`src/rtl/serial_sub_ctrl.sv`:
```
// ---------------------------------------------------------------------------
// serial_sub_ctrl
//
// Bit-serial unsigned subtractor. It computes (a - b) mod 2^WIDTH one bit per
// clock, LSB first, with a single full-subtractor cell. The cell is two hs
// half-subtractors plus an OR gate.
//
// Ports
//   clk    : clock, all state changes on the rising edge
//   rst    : synchronous active-high reset
//   start  : request an operation (looked at only in IDLE or DONE)
//   a, b   : minuend / subtrahend, captured on the accepting edge
//   busy   : high while the operation is in progress
//   done   : one-cycle pulse, diff/borrow valid
//   diff   : (a - b) mod 2^WIDTH, held until the next completion
//   borrow : final borrow-out (a < b unsigned), held with diff
// ---------------------------------------------------------------------------

// Half subtractor: diff = a - b for one bit, borrow when b > a.
module hs (
    input  logic a,
    input  logic b,
    output logic diff,
    output logic borrow
);
    assign diff   = a ^ b;
    assign borrow = ~a & b;
endmodule

module serial_sub_ctrl #(
    parameter int WIDTH = 8
) (
    input  logic             clk,
    input  logic             rst,
    input  logic             start,
    input  logic [WIDTH-1:0] a,
    input  logic [WIDTH-1:0] b,
    output logic             busy,
    output logic             done,
    output logic [WIDTH-1:0] diff,
    output logic             borrow
);

    localparam int CW = $clog2(WIDTH + 1);
    localparam logic [CW-1:0] LAST = CW'(WIDTH - 1);

    typedef enum logic [1:0] {
        S_IDLE = 2'd0,
        S_RUN  = 2'd1,
        S_DONE = 2'd2
    } state_t;

    state_t           state_q, state_d;
    logic [WIDTH-1:0] sa_q, sa_d;
    logic [WIDTH-1:0] sb_q, sb_d;
    logic [WIDTH-1:0] sr_q, sr_d;
    logic             bq_q, bq_d;
    logic [CW-1:0]    cnt_q, cnt_d;
    logic [WIDTH-1:0] diff_q, diff_d;
    logic             borrow_q, borrow_d;

    logic             d1, b1, d2, b2;
    logic [WIDTH-1:0] sr_shift;

    // Full-subtractor cell: the first stage subtracts the operand bits, the
    // second stage subtracts the incoming borrow from that partial difference.
    hs u_hs1 (.a(sa_q[0]), .b(sb_q[0]), .diff(d1), .borrow(b1));
    hs u_hs2 (.a(d1),      .b(bq_q),    .diff(d2), .borrow(b2));

    // Result register shifted right with the new bit entering at the MSB.
    // Written as shift-then-overwrite so WIDTH=1 needs no empty slice.
    always_comb begin
        sr_shift            = sr_q >> 1;
        sr_shift[WIDTH-1]   = d2;
    end

    // Next-state and datapath update. DONE accepts a new start exactly like
    // IDLE, which gives back-to-back operation with no idle gap.
    always_comb begin
        state_d  = state_q;
        sa_d     = sa_q;
        sb_d     = sb_q;
        sr_d     = sr_q;
        bq_d     = bq_q;
        cnt_d    = cnt_q;
        diff_d   = diff_q;
        borrow_d = borrow_q;

        case (state_q)
            S_IDLE, S_DONE: begin
                if (start) begin
                    sa_d    = a;
                    sb_d    = b;
                    sr_d    = '0;
                    bq_d    = 1'b0;
                    cnt_d   = '0;
                    state_d = S_RUN;
                end else begin
                    state_d = S_IDLE;
                end
            end
            S_RUN: begin
                sa_d  = sa_q >> 1;
                sb_d  = sb_q >> 1;
                sr_d  = sr_shift;
                bq_d  = b1 | b2;
                cnt_d = cnt_q + CW'(1);
                if (cnt_q == LAST) begin
                    diff_d   = sr_shift;
                    borrow_d = b1 | b2;
                    state_d  = S_DONE;
                end
            end
            default: state_d = S_IDLE;
        endcase
    end

    // State and datapath registers with synchronous reset.
    always_ff @(posedge clk) begin
        if (rst) begin
            state_q  <= S_IDLE;
            sa_q     <= '0;
            sb_q     <= '0;
            sr_q     <= '0;
            bq_q     <= 1'b0;
            cnt_q    <= '0;
            diff_q   <= '0;
            borrow_q <= 1'b0;
        end else begin
            state_q  <= state_d;
            sa_q     <= sa_d;
            sb_q     <= sb_d;
            sr_q     <= sr_d;
            bq_q     <= bq_d;
            cnt_q    <= cnt_d;
            diff_q   <= diff_d;
            borrow_q <= borrow_d;
        end
    end

    // Moore outputs decoded straight from the state register.
    assign busy   = (state_q == S_RUN);
    assign done   = (state_q == S_DONE);
    assign diff   = diff_q;
    assign borrow = borrow_q;

endmodule

```
`config.mk`:
```
export PLATFORM = sky130hd
export DESIGN_NAME = serial_sub_ctrl
export DESIGN_NICKNAME = d
export VERILOG_FILES = /design/src/rtl/serial_sub_ctrl.sv
export SDC_FILE = /design/constraint.sdc
export NUM_CORES = 1
export LEC_CHECK = 0
export CAP_MARGIN = 20
export CORE_UTILIZATION = 46
export CTS_CLUSTER_SIZE = 10
export DETAILED_ROUTE_END_ITERATION = 8
export PLACE_DENSITY = 0.75
export RECOVER_POWER = 25
export SETUP_SLACK_MARGIN = 0.5
export SYNTH_ARGS = -nofsm -noshare
export SYNTH_HDL_FRONTEND = slang
export SYNTH_SLANG_ARGS = --single-unit
```
`constraint.sdc`:
```
create_clock -name clk -period 1.3 [get_ports clk]
set_input_delay 0.195 -clock clk [delete_from_list [all_inputs] [get_ports clk]]
set_output_delay 0.195 -clock clk [all_outputs]
set_load 0.05 [all_outputs]
```
# Word-level counts from Yosys, hierarchy flattened
# Cells that the tools add are included.
word_totals:
  ff_bits: 40
  input_bits: 19
  output_inout_bits: 11
  elab_cells: 39
op_classes:
  n_addsub: 1
  eq_ne: 5
  n_mux: 13
  bitwise_logic: 7
  n_reduce_logical: 5
ops:
  columns: ["operator", "n"]
  rows:
  - ["one-hot mux 8 bit (2 select lines)", 3]
  - ["two-way mux 8 bit", 3]
  - ["one-hot mux 4 bit (2 select lines)", 1]
  - ["adder 4 x 1 -> 4 bit, second input constant", 1]
  - ["== test 4 x 3 -> 1 bit, second input constant", 1]
  - ["two-way mux 4 bit", 1]
  - ["one-hot mux 2 bit (2 select lines)", 1]
  - ["AND reduction 2 bit", 2]
  - ["AND 1 bit", 2]
  - ["== test 2 x 1 -> 1 bit, second input constant", 1]
  - ["== test 2 bit, second input constant", 1]
  - ["zero test 2 bit", 1]
  - ["two-way mux 1 bit", 2]
  - ["two-way mux 2 bit", 1]
  - ["!= test 2 x 1 -> 1 bit, second input constant", 1]
  - ["!= test 2 bit, second input constant", 1]
  - ["NOT 1 bit", 2]
  - ["one-hot mux 1 bit (2 select lines)", 1]
  - ["nonzero test 2 bit", 1]
  - ["OR reduction 2 bit", 1]
  - ["XOR 1 bit", 2]
  - ["bitwise OR 1 bit", 1]

# Depth between registers and ports, before layout
depth:
  ltp_word: 5
  depth_mapped: 7
  ltp_nobuf: 4

# Modules after synthesis
# From an unflattened synthesis, not the netlist that was laid out.
unflattened:
  hier_cells: 184
  hier_area_um2: 1684.1
by_module_without_submodules:
  columns: ["mod", "n_inst", "cells_per_inst", "area_per_inst_um2", "seq_area_each_um2"]
  rows:
  - ["serial_sub_ctrl", 1, 178, 1644.1, 780.7]
  - ["hs", 2, 3, 20.0, 0.0]

# Worst setup path before layout
# No wires, ideal clock.
synth_path:
  kind: "register -> register"
  startpoint: "reg cnt_q[0]"
  endpoint: "reg borrow_q (netlist: borrow)"
  setup_time_ns: 0.091
  t_arrival_ns: 1.161
  t_required_ns: 1.209
  path_slack_ns: 0.049
  stages_incl_launch_ff: 6
  path_buffers: 1
  synth_period_minus_slack_ns: 1.251
  cell_sequence: "dfxtp_1 ha_1 and3b_1 buf_2 a21oi_1 a311oi_1"
synth_between:
  elab_chain_len: 2
synth_lines:
  columns: ["item", "line", "source"]
  rows:
  - ["start: declaration", "58", "logic [CW-1:0] cnt_q, cnt_d;"]
  - ["start signal: assignment", "135", "cnt_q <= cnt_d;"]
  - ["== test 4 x 3 -> 1 bit", "108", "if (cnt_q == LAST) begin"]
  - ["AND reduction 2 bit (no line)", null, null]
  - ["end signal: assignment", "137", "borrow_q <= borrow_d;"]
  - ["end: declaration", "60", "logic borrow_q, borrow_d;"]
# Every way passes these cells.
# A chain may end at the register's enable or synchronous reset.

# Worst setup path after layout
layout_path:
  startpoint: "reg state_q[1]"
  endpoint: "out busy"
layout_between:
  elab_chain_len: 1
layout_lines:
  columns: ["item", "line", "source"]
  rows:
  - ["start: declaration", "53", "state_t state_q, state_d;"]
  - ["start signal: assignment", "130", "state_q <= state_d;"]
  - ["== test 2 x 1 -> 1 bit", "142", "assign busy = (state_q == S_RUN);"]
  - ["end: declaration", "38", "output logic busy,"]
# Every way passes these cells.

==> metrics <==
Port Buffers 29; global placer's final weighted congestion 0.716; crit path launch type flip-flop; Hold Fails Final Rpt 0; Die X 61.0 um; vias in the first global route 1619; Crit path max-delay family flip-flops; commonest cells in the netlist dfxtp_1, a21oi_1, nand3_1; fill count 189; first-pass GRT wire length 7700 um; initial core utilization 48.0%; met1 Use GR 33.7%; core region area 0.00334 mm2; Power Density 969 mW/mm2; CP most frequent cell buf_12; Hold Buf Count CTS 0; YS warnings 0; CP Class reg2out; Worst Reg-to-Reg Cells 5; post-DP HPWL 2530 um; relative slew slack 83.4%; Yosys top cell area share 48.8%; clk_skew 0.0102 ns; clock-pin slew on the worst setup and hold paths 0.12 ns; final wirelength 5720 um; # DRC 0; Max-Cap Viols 0; clk buf depth 2; RSZ-0062 raised after global routing true; DR vias/cell 6.12; Max Freq 0.755 GHz; period utilization 102%; global route overflow 0; failing checks negative setup slack; initial antenna violation count 0; most common cell in the synthesized netlist dfxtp_1; 1st-iter DRT viols 108; Final min period 1.33 ns; Peak VDD IR 0.653 mV; Num CTS Buffers 5; largest net degree at the start of global routing 27; Rows 21; outcome finished, violations left; Hold Path Stages 3; GRT Max-Usage Layer met2; DP Worst Slack -0.218 ns; antenna cells 0; CP max FO 2; routed length per placed instance 20.6 um; met3 usage 5.97%; #FFs+latches synth 39; area grow syn2layout 76.1%; Post-synth EDFFs 0; Placed Instances 249; Hold Path Class in2reg; Syn Nets 203; Least-Margin Pin Slew 0.248 ns; vias 1702; CTS H-tree lvls 2; Cells after Synth 182; Seq pwr share 46.6%; die height 61.0 um; Worst Slack Setup Final -0.0252 ns; die area 0.00372 mm2; final setup fails 5; most area-consuming cells after synthesis dfxtp_1, a21oi_1, nand3_1; CP bufs+invs 3; worst reg-to-reg setup slack -0.03 ns; io pins 30; Crit-path slowest cell dfxtp_2; CP Cell Sequence nand2b_4 -> inv_6 -> buf_12 -> buf_12; worst stage delay on the critical path 0.35 ns; Total GRT Usage 29.0%; root buf cell clkbuf_4; main flop type after synthesis dfxtp_1; hold path start a[7]; Hold Path End sa_q[7]; static leakage 0.980 nW; sw frac 27.2%; first-pass iteration count of the detailed router 6; Async SR Flop Fraction 0%; Routed Antenna Nets 0; layout cell share with drive strength beyond 1 53.0%; Clk pwr share 32.0%; Clk Latency, worst-skew pair 0.36 ns; largest area contributor in the netlist dfxtp_1; mapped cell area 0.00160 mm2; final slew viol count 0; Worst Path Required 1.11 ns; Distinct cells, synth 26; critical path endpoint category output pin; CTS tree yes; capture point of the worst reg-to-reg path cnt_q[2]; syn_area_per_cell 8.80 um2; Worst R2R Start state_q[1]; Num Clock Sinks 39; Fin Hold WS 0.407 ns; Sum Neg Setup Slack -0.0718 ns; Comb power frac 21.4%; Post-Layout Cell Count 278; Nets 252; P_sw 0.745 mW; post-synthesis sequential area ratio 48.7%; met2 GRT Util 52.4%; Total Power 2.73 mW; CP arrival 1.13 ns; Pint 1.99 mW
## power by group through the flow
stage | Sequential [mW] | Combinational, mW | Clock (mW)
floorplan | 1.29 | 0.231 | 0
global placement | 1.30 | 0.320 | 0
global route | 1.28 | 0.608 | 0.926
CTS | 1.27 | 0.485 | 0.865
finish | 1.27 | 0.585 | 0.875
detailed placement | 1.30 | 0.330 | 0
## worst min-delay path, cell delays in order
cell	delay [ns]
clkdlybuf4s50_1	0.42
nand2_2	0.07
a21oi_2	0.05
## layout make-up
class | instances | area (um2) | share of cell area, %
Multi-Input combinational cell | 123 | 1030 | 36.7
Inverter | 3 | 16.3 | 0.577
Timing Repair Buffer | 59 | 820 | 29.1
Tap cell | 46 | 57.6 | 2.04
Clock inverter | 2 | 35.0 | 1.24
Sequential cell | 39 | 806 | 28.6
Clock buffer | 6 | 51.3 | 1.82
## per-layer routing
metal	part of all wire (%)	up-vias	routed length, um
met5	0	-	0
li1	-	755	-
met2	51	92	2940
met1	39	831	2210
met3	6.4	24	366
met4	3.5	0	200
## registers in the layout, summed over array words and instances (netlist names)
signal   cells
diff         8
sa_q         8
sb_q         8
sr_q         7
cnt_q        4
state_q      2
borrow       1
bq_q         1
## kinds of logic after synthesis
family,after synthesis,synth area share (%)
AND/OR/NAND/NOR,57,18.4
multiplexers,2,1.88
buffers and inverters,21,7.34
AO/OA/AOI/OAI,61,21.6
adder cells (fa/ha/maj),2,2.03
flip-flops,39,48.8
## how the worst max path moves through the flow
stage	cells after the start	startpoint	to
final	4	state_q[1]	busy
after global routing	4	state_q[1]	busy
after floorplan	6	state_q[1]	cnt_q[3]
after global placement	5	start	sa_q[1]
after CTS	4	state_q[1]	busy
after detailed placement	5	start	sa_q[5]
## layout by cell type, fill, tap and decap left out, drive strengths merged
cell type,n
nand2,10
o21ai,8
nand3,34
nand2b,5
bufinv,1
a311oi,1
buf,38
nand3b,1
nand4,1
ha,1
dfxtp,39
nor2b,2
nor3,1
nor2,2
clkbuf,7
mux2,2
and3b,1
inv,3
clkinv,1
nor3b,1
bufbuf,2
a211oi,1
clkdlybuf4s50,18
a21oi,37
a22oi,14
fa,1
## metrics by stage
| step | instance area, um2 | utilization (%) |
|---|---|---|
| 3_3_place_gp | 2150 | 64.4 |
| 5_1_grt | 2820 | 84.5 |
| 2_1_floorplan | 1720 | - |
| 6_report | 2820 | 84.5 |
| 3_5_place_dp | 2150 | 64.4 |
| 4_1_cts | 2580 | 77.3 |
## what timing repair did
| action | 4_1_cts | 5_1_grt |
|---|---|---|
| setup buffers | 9 | 5 |
| gates cloned | 6 | 1 |
| pin swaps | 9 | 13 |
| endpoints found under the setup margin | 50 | 50 |
| gates resized for setup | 52 | 45 |
Power figures use the tool's default switching activity.
